===== config.mk =====
export PLATFORM = sky130hd
export DESIGN_NAME = switch_output_arbiter
export DESIGN_NICKNAME = d
export VERILOG_FILES = /design/src/rtl/switch_output_arbiter.sv
export SDC_FILE = /design/constraint.sdc
export NUM_CORES = 1
export LEC_CHECK = 0
export BUFFER_PORTS_ARGS = -buffer_cell sky130_fd_sc_hd__buf_4
export CAP_MARGIN = 20
export CORE_ASPECT_RATIO = 2
export CORE_UTILIZATION = 49
export CTS_CLUSTER_DIAMETER = 120
export CTS_CLUSTER_SIZE = 8
export DETAILED_ROUTE_END_ITERATION = 12
export GPL_TIMING_DRIVEN = 0
export HOLD_SLACK_MARGIN = 0.06
export PLACE_DENSITY = 0.77
export SLEW_MARGIN = 0
export SYNTH_ARGS = -nofsm -noshare
export SYNTH_HDL_FRONTEND = slang
export SYNTH_SLANG_ARGS = --single-unit
export TNS_END_PERCENT = 100

===== constraint.sdc =====
create_clock -name clk -period 4.3 [get_ports clk]
set_input_delay 0.215 -clock clk [delete_from_list [all_inputs] [get_ports clk]]
set_output_delay 0.215 -clock clk [all_outputs]
set_load 0.02 [all_outputs]

===== src/rtl/switch_output_arbiter.sv =====
// Output-port scheduler for a BFT t_switch: per-output round-robin with a starvation override
// and backpressure, producing crossbar selects and input-FIFO pop strobes.
module switch_output_arbiter #(
  parameter int STARVE_LIMIT = 15,
  parameter int CNT_W        = 4
) (
  input  logic       clk,
  input  logic       reset,
  input  logic [1:0] d_l,
  input  logic [1:0] d_r,
  input  logic [1:0] d_u,
  input  logic [2:0] out_ready,
  output logic [2:0] in_ack,
  output logic [1:0] sel_l,
  output logic [1:0] sel_r,
  output logic [1:0] sel_u,
  output logic [2:0] out_valid,
  output logic       turn_err
);

  localparam logic [1:0] DIR_VOID = 2'b00;
  localparam logic [1:0] SEL_NONE = 2'd3;
  localparam logic [CNT_W-1:0] CNT_MAX   = '1;
  localparam logic [CNT_W-1:0] STARVE_TH = CNT_W'(STARVE_LIMIT);

  logic [1:0]       d        [3];
  logic [1:0]       rr_ptr   [3];
  logic [CNT_W-1:0] wait_cnt [3];
  logic [2:0]       cand     [3];
  logic [1:0]       gnt_idx  [3];
  logic [2:0]       gnt_vld;
  logic [2:0]       gnt_any;
  logic [2:0]       illegal;
  logic [2:0]       idle;

  assign d[0] = d_l;
  assign d[1] = d_r;
  assign d[2] = d_u;

  // Direction code of port n is n+1 (LEFT=1, RIGHT=2, UP=3); VOID is 0.
  always_comb begin
    for (int i = 0; i < 3; i++) begin
      illegal[i] = (d[i] == 2'(i + 1));
      idle[i]    = (d[i] == DIR_VOID);
    end
    for (int o = 0; o < 3; o++) begin
      for (int i = 0; i < 3; i++) begin
        cand[o][i] = (i != o) && (d[i] == 2'(o + 1));
      end
    end
  end

  // Per-output arbitration; descending scans leave the lowest-priority-order winner last.
  always_comb begin
    logic [2:0] sum;
    logic [1:0] j;
    sum = '0;
    j   = '0;
    for (int o = 0; o < 3; o++) begin
      gnt_vld[o] = 1'b0;
      gnt_idx[o] = SEL_NONE;
      if (out_ready[o]) begin
        for (int i = 2; i >= 0; i--) begin
          if (cand[o][i] && (wait_cnt[i] >= STARVE_TH)) begin
            gnt_vld[o] = 1'b1;
            gnt_idx[o] = 2'(i);
          end
        end
        if (!gnt_vld[o]) begin
          for (int k = 2; k >= 0; k--) begin
            sum = {1'b0, rr_ptr[o]} + 3'(k);
            j   = (sum >= 3'd3) ? 2'(sum - 3'd3) : sum[1:0];
            if (cand[o][j]) begin
              gnt_vld[o] = 1'b1;
              gnt_idx[o] = j;
            end
          end
        end
      end
    end
  end

  always_comb begin
    for (int i = 0; i < 3; i++) begin
      gnt_any[i] = 1'b0;
      for (int o = 0; o < 3; o++) begin
        if (gnt_vld[o] && (gnt_idx[o] == 2'(i))) gnt_any[i] = 1'b1;
      end
    end
  end

  assign in_ack = reset ? 3'b000 : gnt_any;

  always_ff @(posedge clk or posedge reset) begin
    if (reset) begin
      sel_l     <= SEL_NONE;
      sel_r     <= SEL_NONE;
      sel_u     <= SEL_NONE;
      out_valid <= 3'b000;
      turn_err  <= 1'b0;
      for (int i = 0; i < 3; i++) begin
        rr_ptr[i]   <= 2'd0;
        wait_cnt[i] <= '0;
      end
    end else begin
      sel_l     <= gnt_idx[0];
      sel_r     <= gnt_idx[1];
      sel_u     <= gnt_idx[2];
      out_valid <= gnt_vld;
      if (|illegal) turn_err <= 1'b1;
      for (int o = 0; o < 3; o++) begin
        if (gnt_vld[o]) rr_ptr[o] <= (gnt_idx[o] == 2'd2) ? 2'd0 : gnt_idx[o] + 2'd1;
      end
      // Illegal requesters keep their count so a later legal request is not penalised.
      for (int i = 0; i < 3; i++) begin
        if (gnt_any[i] || idle[i]) wait_cnt[i] <= '0;
        else if (!illegal[i] && (wait_cnt[i] != CNT_MAX)) wait_cnt[i] <= wait_cnt[i] + 1'b1;
      end
    end
  end

endmodule


==> results.py, run 1 <==
metrics = {
    "power": {
        "max-vdd-ir-drop_v": 0.000432,
        "leakage_nw": 0.984,
        "seq_power_share": 0.366,
        "power_frac_clock": 0.195,
        "combPwrFrac": 0.438,
        "swShare": 0.367,
        "p_int_w": 0.000678,
        "power.density_nw_per_um2": 509,
        "p_sw_w": 0.000393,
    },
    "cts": {
        "tritoncts": "yes",
        "clock_sinks": 28,
        "clkTransAtPathRegs_ns": 0.10,
        "cts_buffer_depth": 2,
        "cts_buffers": 3,
        "cts_resized": 0,
        "htreeDepth": 1,
        "clock_latency_ns": 0.28,
        "cts.root.buffer_cell": "clkbuf_8",
    },
    "yosys": {
        "synth_fp_nets": 212,
        "synth_largest_area_cell": "dfrtp_1",
        "syn_area_um2": 1770,
        "synth_area_leaders": "dfrtp_1, ha_1, dfstp_2",
        "ys_ff_latch": 28,
        "yosysWarnings": 0,
        "synth_edf_count": 0,
        "postSynthAreaPerCell_um2": 9.41,
        "synth.top_cell.area_share": 0.311,
        "synthFlopType": "dfrtp_1",
        "async_reset_ff_frac": 1.00,
        "synth_most_common_cell": "inv_1",
        "ys_seq_area_frac": 0.400,
        "synth_cell_types": 54,
        "syn_inst": 188,
        "ys_top_cells_by_count": "inv_1, dfrtp_1, ha_1",
    },
    "global_routing": {
        "grt_pass1_vias": 1383,
        "grt_overflow": 0,
        "grt.total_usage": 0.202,
        "antenna_found_initial": 0,
        "grt_first_pass_wirelength_mm": 5.93,
        "grt_max_degree": 17,
    },
    "timing": {
        "setup_viol": 0,
        "worst_pin_slew_ns": 0.649,
        "clock-skew-final_ns": 0.00140,
        "whs_ns": 0.0950,
        "finalHoldViolCount": 0,
        "finalWorstSetupSlack_ns": 1.61,
        "period_needed_ns": 2.69,
        "fmax_ghz": 0.371,
        "rsz0062_at_grt": "no",
        "finalCritPeriodShare": 0.627,
        "maxSlewViolCount": 0,
        "setup_tns_ns": 0,
        "slew_headroom": 0.567,
    },
    "drt": {
        "ant_nets": 0,
        "routedWlPerCell_um": 13.2,
        "finalWirelength_mm": 3.50,
        "drc": 0,
        "drt_iter0_markers": 32,
        "vias": 1450,
        "viasPerCell": 5.49,
        "first_pass_iters": 4,
    },
    "placed_design": {
        "place.gp.congestion": 0.836,
        "hpwl_mm": 2.77,
        "io_buffers": 22,
        "postPlaceCellArea_um2": 2020,
        "place_ws_ns": 1.93,
        "dp_cells": 259,
    },
    "setup_path": {
        "critPathTopFamily": "simple AND/OR/NAND/NOR gates",
        "cp.required_ns": 4.09,
        "crit_path_start_kind": "flip-flop",
        "critPathSlowestCell": "or4bb_1",
        "cp_max_fo": 6,
        "path_depth": 7,
        "cp-end-kind": "output pin",
        "critPathMaxStageDelay_ns": 0.53,
        "cp.buffers_inverters": 1,
        "path_class": "flip-flop to output pin",
        "crit_chain": "ha_1 > or4bb_1 > o211ai_1 > or3b_1 > nor3b_4 > o21a_1 > buf_4",
        "r2r_cells": 6,
        "crit_arrival_ns": 2.48,
    },
    "floorplan": {
        "die_h_um": 87.0,
        "die_w_um": 44.5,
        "fp.coreArea_um2": 3420,
        "dieArea_um2": 3870,
        "ios": 24,
        "start_util": 0.518,
        "fp-row-count": 30,
    },
    "cells_and_area": {
        "stdcell_area_um2": 2100,
        "n_antenna_cell": 0,
        "final_layout_size_suffix_gt1_frac": 0.181,
        "nets": 241,
        "nFillCells": 301,
        "final_cells": 264,
        "areaGrowthSynthToFinish_pct": 18.9,
    },
    "hold_path": {
        "hold_path_class": "input pin to flip-flop",
        "whs_path_depth": 2,
    },
    "job": {
        "maxCapViolations": 0,
    },
    "status": {
        "status": "completed",
    },
}
==> cell usage in the layout, fill, tap and decap left out, types with 5 or more instances in the layout <==
master   instances
nor3_1           5
dfstp_2          6
a21oi_1          8
nor4_1           5
and2_1           5
dfrtp_1         22
inv_1           23
nor2_1          12
ha_1            13
nand2_1         10
buf_4           22
nand3_1          7
==> layout make-up <==
class | instances | area (um^2) | share of cell area
Buffer | 3 | 21.3 | 0.0101
Clock buffer | 3 | 41.3 | 0.0196
Clock inverter | 1 | 30.0 | 0.0143
Inverter | 23 | 86.3 | 0.0410
Multi-Input combinational cell | 134 | 953 | 0.453
Sequential cell | 28 | 708 | 0.337
Tap cell | 48 | 60.1 | 0.0286
Timing Repair Buffer | 24 | 203 | 0.0964
==> what timing repair did <==
action / in CTS / in global routing
buffers inserted: 0 / 0
hold endpoints to repair: 10 / 0
hold buffers: 1 / 0
==> layer usage <==
layer	vias to the layer above	track usage	part of all wire	routed length [um]
met1	690	0.213	0.40	1400
met5	-	0	0	0
met4	0	0.0826	0.015	53
met3	5	0.0145	0.016	55
li1	730	-	-	-
met2	25	0.389	0.57	1990
==> power by group through the flow <==
stage	registers, W	logic (W)	clock network (W)
3_3_place_gp	0.000395	0.000456	0
2_1_floorplan	0.000415	0.000322	0
3_5_place_dp	0.000398	0.000468	0
5_1_grt	0.000399	0.000522	0.000219
4_1_cts	0.000393	0.000472	0.000211
6_report	0.000392	0.000470	0.000209
==> flip-flops by register name, indices dropped and copies added (netlist names) <==
register and cells:
out_valid 3, rr_ptr 6, sel_l 2, sel_r 2, sel_u 2, turn_err 1
wait_cnt 12
==> final timing paths <==
path	start	to	slack [ns]
worst min register to register	turn_err	turn_err	0.50
max in group asynchronous	reset	sel_u[1]	3.12
worst max register to register	rr_ptr[3]	wait_cnt[2]	2.18
worst max-delay path	rr_ptr[3]	in_ack[2]	1.61
worst min-delay path	out_ready[1]	sel_r[1]	0.09
min in group asynchronous	reset	out_valid[1]	0.60
==> logic make-up after synthesis <==
kind of cell / share of synthesized area
xor gates and xnor gates: 0.0248
DFF: 0.400
muxes: 0.0113
AOI/OAI and AO/OA: 0.175
buffers and inverters: 0.0608
adders and majority gates: 0.0919
and+or+nand+nor: 0.236
==> stage by stage <==
step | power, W | utilization
6_report | 0.00107 | 0.616
3_5_place_dp | 0.000867 | 0.592
5_1_grt | 0.00114 | 0.616
4_1_cts | 0.00108 | 0.616
3_3_place_gp | 0.000850 | 0.584
2_1_floorplan | 0.000736 | -
Note: power is estimated with default switching activity, not from simulation.
==> run 2: changes to the inputs <==
- ABC_AREA: default -> 1
- PLACE_DENSITY: 0.77 -> 0.79
- clock period: 4.3 -> 2.3 ns (I/O delays scaled with it)
==> results.py, run 2 <==
metrics = {
    "status": {
        "status": "completed",
    },
    "global_routing": {
        "grt_overflow": 0,
        "grtUsageMet1": 0.174,
        "grt_pass1_vias": 1360,
        "grt_max_degree": 29,
        "grt_first_pass_wirelength_mm": 5.31,
        "grt_use_met3": 0.0289,
        "antenna_found_initial": 0,
        "met2_usage": 0.345,
        "top_usage_layer": "met2",
        "grt.total_usage": 0.179,
    },
    "floorplan": {
        "ios": 24,
        "dieArea_um2": 3950,
        "fp-row-count": 30,
        "die_h_um": 87.9,
        "fp.coreArea_um2": 3450,
        "die_w_um": 45.0,
        "start_util": 0.524,
    },
    "setup_path": {
        "crit_path_start_kind": "flip-flop",
        "cp.required_ns": 2.18,
        "cp_max_fo": 4,
        "path_class": "flip-flop to output pin",
        "cpMostUsedCell": "inv_1",
        "cp-end-kind": "output pin",
        "crit_chain": "inv_1 > ha_1 > inv_1 > nand2_1 > o21ai_0 > nor2_2 > a21boi_4 > nand2_4 > a21oi_2 > buf_4",
        "critPathMaxStageDelay_ns": 0.43,
        "crit_arrival_ns": 2.14,
        "critPathSlowestCell": "dfrtp_1",
    },
    "cts": {
        "tritoncts": "yes",
        "cts_buffers": 3,
        "clkTransAtPathRegs_ns": 0.09,
        "clock_latency_ns": 0.27,
        "htreeDepth": 1,
        "cts.root.buffer_cell": "clkbuf_8",
        "clock_sinks": 28,
        "cts_buffer_depth": 2,
    },
    "timing": {
        "setup_viol": 0,
        "period_needed_ns": 2.26,
        "worst_pin_slew_ns": 0.563,
        "slew_headroom": 0.624,
        "finalHoldViolCount": 0,
        "fmax_ghz": 0.443,
        "maxSlewViolCount": 0,
        "finalWorstSetupSlack_ns": 0.0404,
        "finalCritPeriodShare": 0.982,
        "clock-skew-final_ns": 0.00988,
    },
    "placed_design": {
        "io_buffers": 23,
        "place_ws_ns": 0.380,
        "hpwl_mm": 2.63,
        "place.gp.congestion": 0.823,
    },
    "yosys": {
        "ys_seq_area_frac": 0.392,
        "synth_edf_count": 0,
        "syn_inst": 224,
        "postSynthAreaPerCell_um2": 8.07,
        "synthFlopType": "dfrtp_1",
        "async_reset_ff_frac": 1.00,
        "synth_area_leaders": "dfrtp_1, nand2_1, ha_1",
        "ys_ff_latch": 28,
        "syn_area_um2": 1810,
        "synth_fp_nets": 248,
        "synth.top_cell.area_share": 0.304,
        "ys_top_cells_by_count": "nand2_1, inv_1, nor2_1",
        "synth_most_common_cell": "nand2_1",
        "yosysWarnings": 0,
        "synth_largest_area_cell": "dfrtp_1",
        "synth_cell_types": 27,
    },
    "cells_and_area": {
        "nFillCells": 325,
        "n_antenna_cell": 0,
        "layout_common_cells": "nand2_1, inv_1, nor2_1, buf_4, dfrtp_1",
        "final_common_cell": "nand2_1",
        "areaGrowthSynthToFinish_pct": 19.5,
        "final_layout_size_suffix_gt1_frac": 0.261,
        "reg_top3": "wait_cnt (12), rr_ptr (6), out_valid (3)",
        "largest_reg_flops": 12,
        "top_register": "wait_cnt",
        "final_util": 0.626,
        "nets": 282,
    },
    "power": {
        "power_frac_clock": 0.131,
        "p_sw_w": 0.000820,
        "swShare": 0.411,
        "power.density_nw_per_um2": 924,
        "leakage_nw": 1.13,
        "max-vdd-ir-drop_v": 0.000584,
        "combPwrFrac": 0.496,
        "seq_power_share": 0.373,
        "p_int_w": 0.00118,
    },
    "job": {
        "maxCapViolations": 0,
    },
    "drt": {
        "viasPerCell": 4.83,
        "finalWirelength_mm": 3.33,
        "first_pass_iters": 4,
        "vias": 1472,
        "ant_nets": 0,
        "drc": 0,
        "drt_iter0_markers": 21,
        "routedWlPerCell_um": 10.9,
    },
    "hold_path": {
        "hold_path_class": "input pin to flip-flop",
    },
}
[run 2: area by class of cell]
type,instances,area [um^2],area share
flip-flops and latches,28,708,0.328
inverters,39,146,0.0677
repair buffers,29,233,0.108
well taps,48,60.1,0.0278
multi-input cells,157,968,0.448
clock buffers,4,45.0,0.0208
[run 2: timing repair]
action / in CTS / in global routing
setup endpoints to repair: 0 / 1
hold buffers: 2 / 1
gates resized for setup: 0 / 3
buffers inserted: 0 / 2
endpoints found under the hold margin: 2 / 10
[run 2: kinds of logic (layout without fill, tap and decap cells)]
kind of cell    after synthesis  count (layout)  synth area share
simple gates                111             111             0.296
mux                           3               3            0.0166
xor+xnor                      8               8            0.0388
buf+inv                      39              72            0.0810
fa+ha+maj                    13              13            0.0900
flops                        28              28             0.392
compound gates               22              22            0.0865
[run 2: path summary, 6_finish.rpt]
path / from / endpoint / slack, ns / cells past startpoint
max: rr_ptr[5] / in_ack[1] / 0.04 / 10
min in group asynchronous: reset / wait_cnt[9] / 0.49 / 3
min reg2reg: turn_err / turn_err / 0.53 / 2
max in group asynchronous: reset / sel_l[0] / 1.26 / 4
min: d_r[0] / turn_err / 0.08 / 2
max reg2reg: rr_ptr[5] / wait_cnt[7] / 0.45 / 10
[run 2: critical path, delay by kind of cell, from the launching register on]
kind                       cells  cell delay [ns]
and+or+nand+nor                3             0.26
buffers and inverters          3             0.32
AOI/OAI and AO/OA              3             0.67
adders and majority gates      1             0.18
DFF                            1             0.43
[run 2: power by group through the flow]
stage,clock network (W),logic (W),registers (W)
after floorplan,0,0.000672,0.000790
after global placement,0,0.000934,0.000745
after detailed placement,0,0.000957,0.000749
after CTS,0.000272,0.000966,0.000739
after global routing,0.000290,0.00112,0.000760
final,0.000262,0.000990,0.000744
[run 2: routing by layer]
| metal | vias up | part of all wire |
|---|---|---|
| met5 | - | 0 |
| met1 | 686 | 0.39 |
| met3 | 4 | 0.023 |
| met4 | 0 | 0.014 |
| li1 | 761 | - |
| met2 | 21 | 0.58 |
[run 2: per-stage QoR]
step | total power [W] | cell area (um^2) | std cells | hold slack [ns] | setup TNS, ns
6_report | 0.00200 | 2160 | 305 | 0.0807 | 0
5_1_grt | 0.00217 | 2160 | 305 | 0.0841 | -0.0486
4_1_cts | 0.00198 | 2110 | 301 | 0.0777 | 0
3_5_place_dp | 0.00171 | 2040 | 295 | 0.298 | 0
3_3_place_gp | 0.00168 | 2040 | 295 | 0.302 | 0
2_1_floorplan | 0.00146 | 1810 | 224 | 0.175 | 0
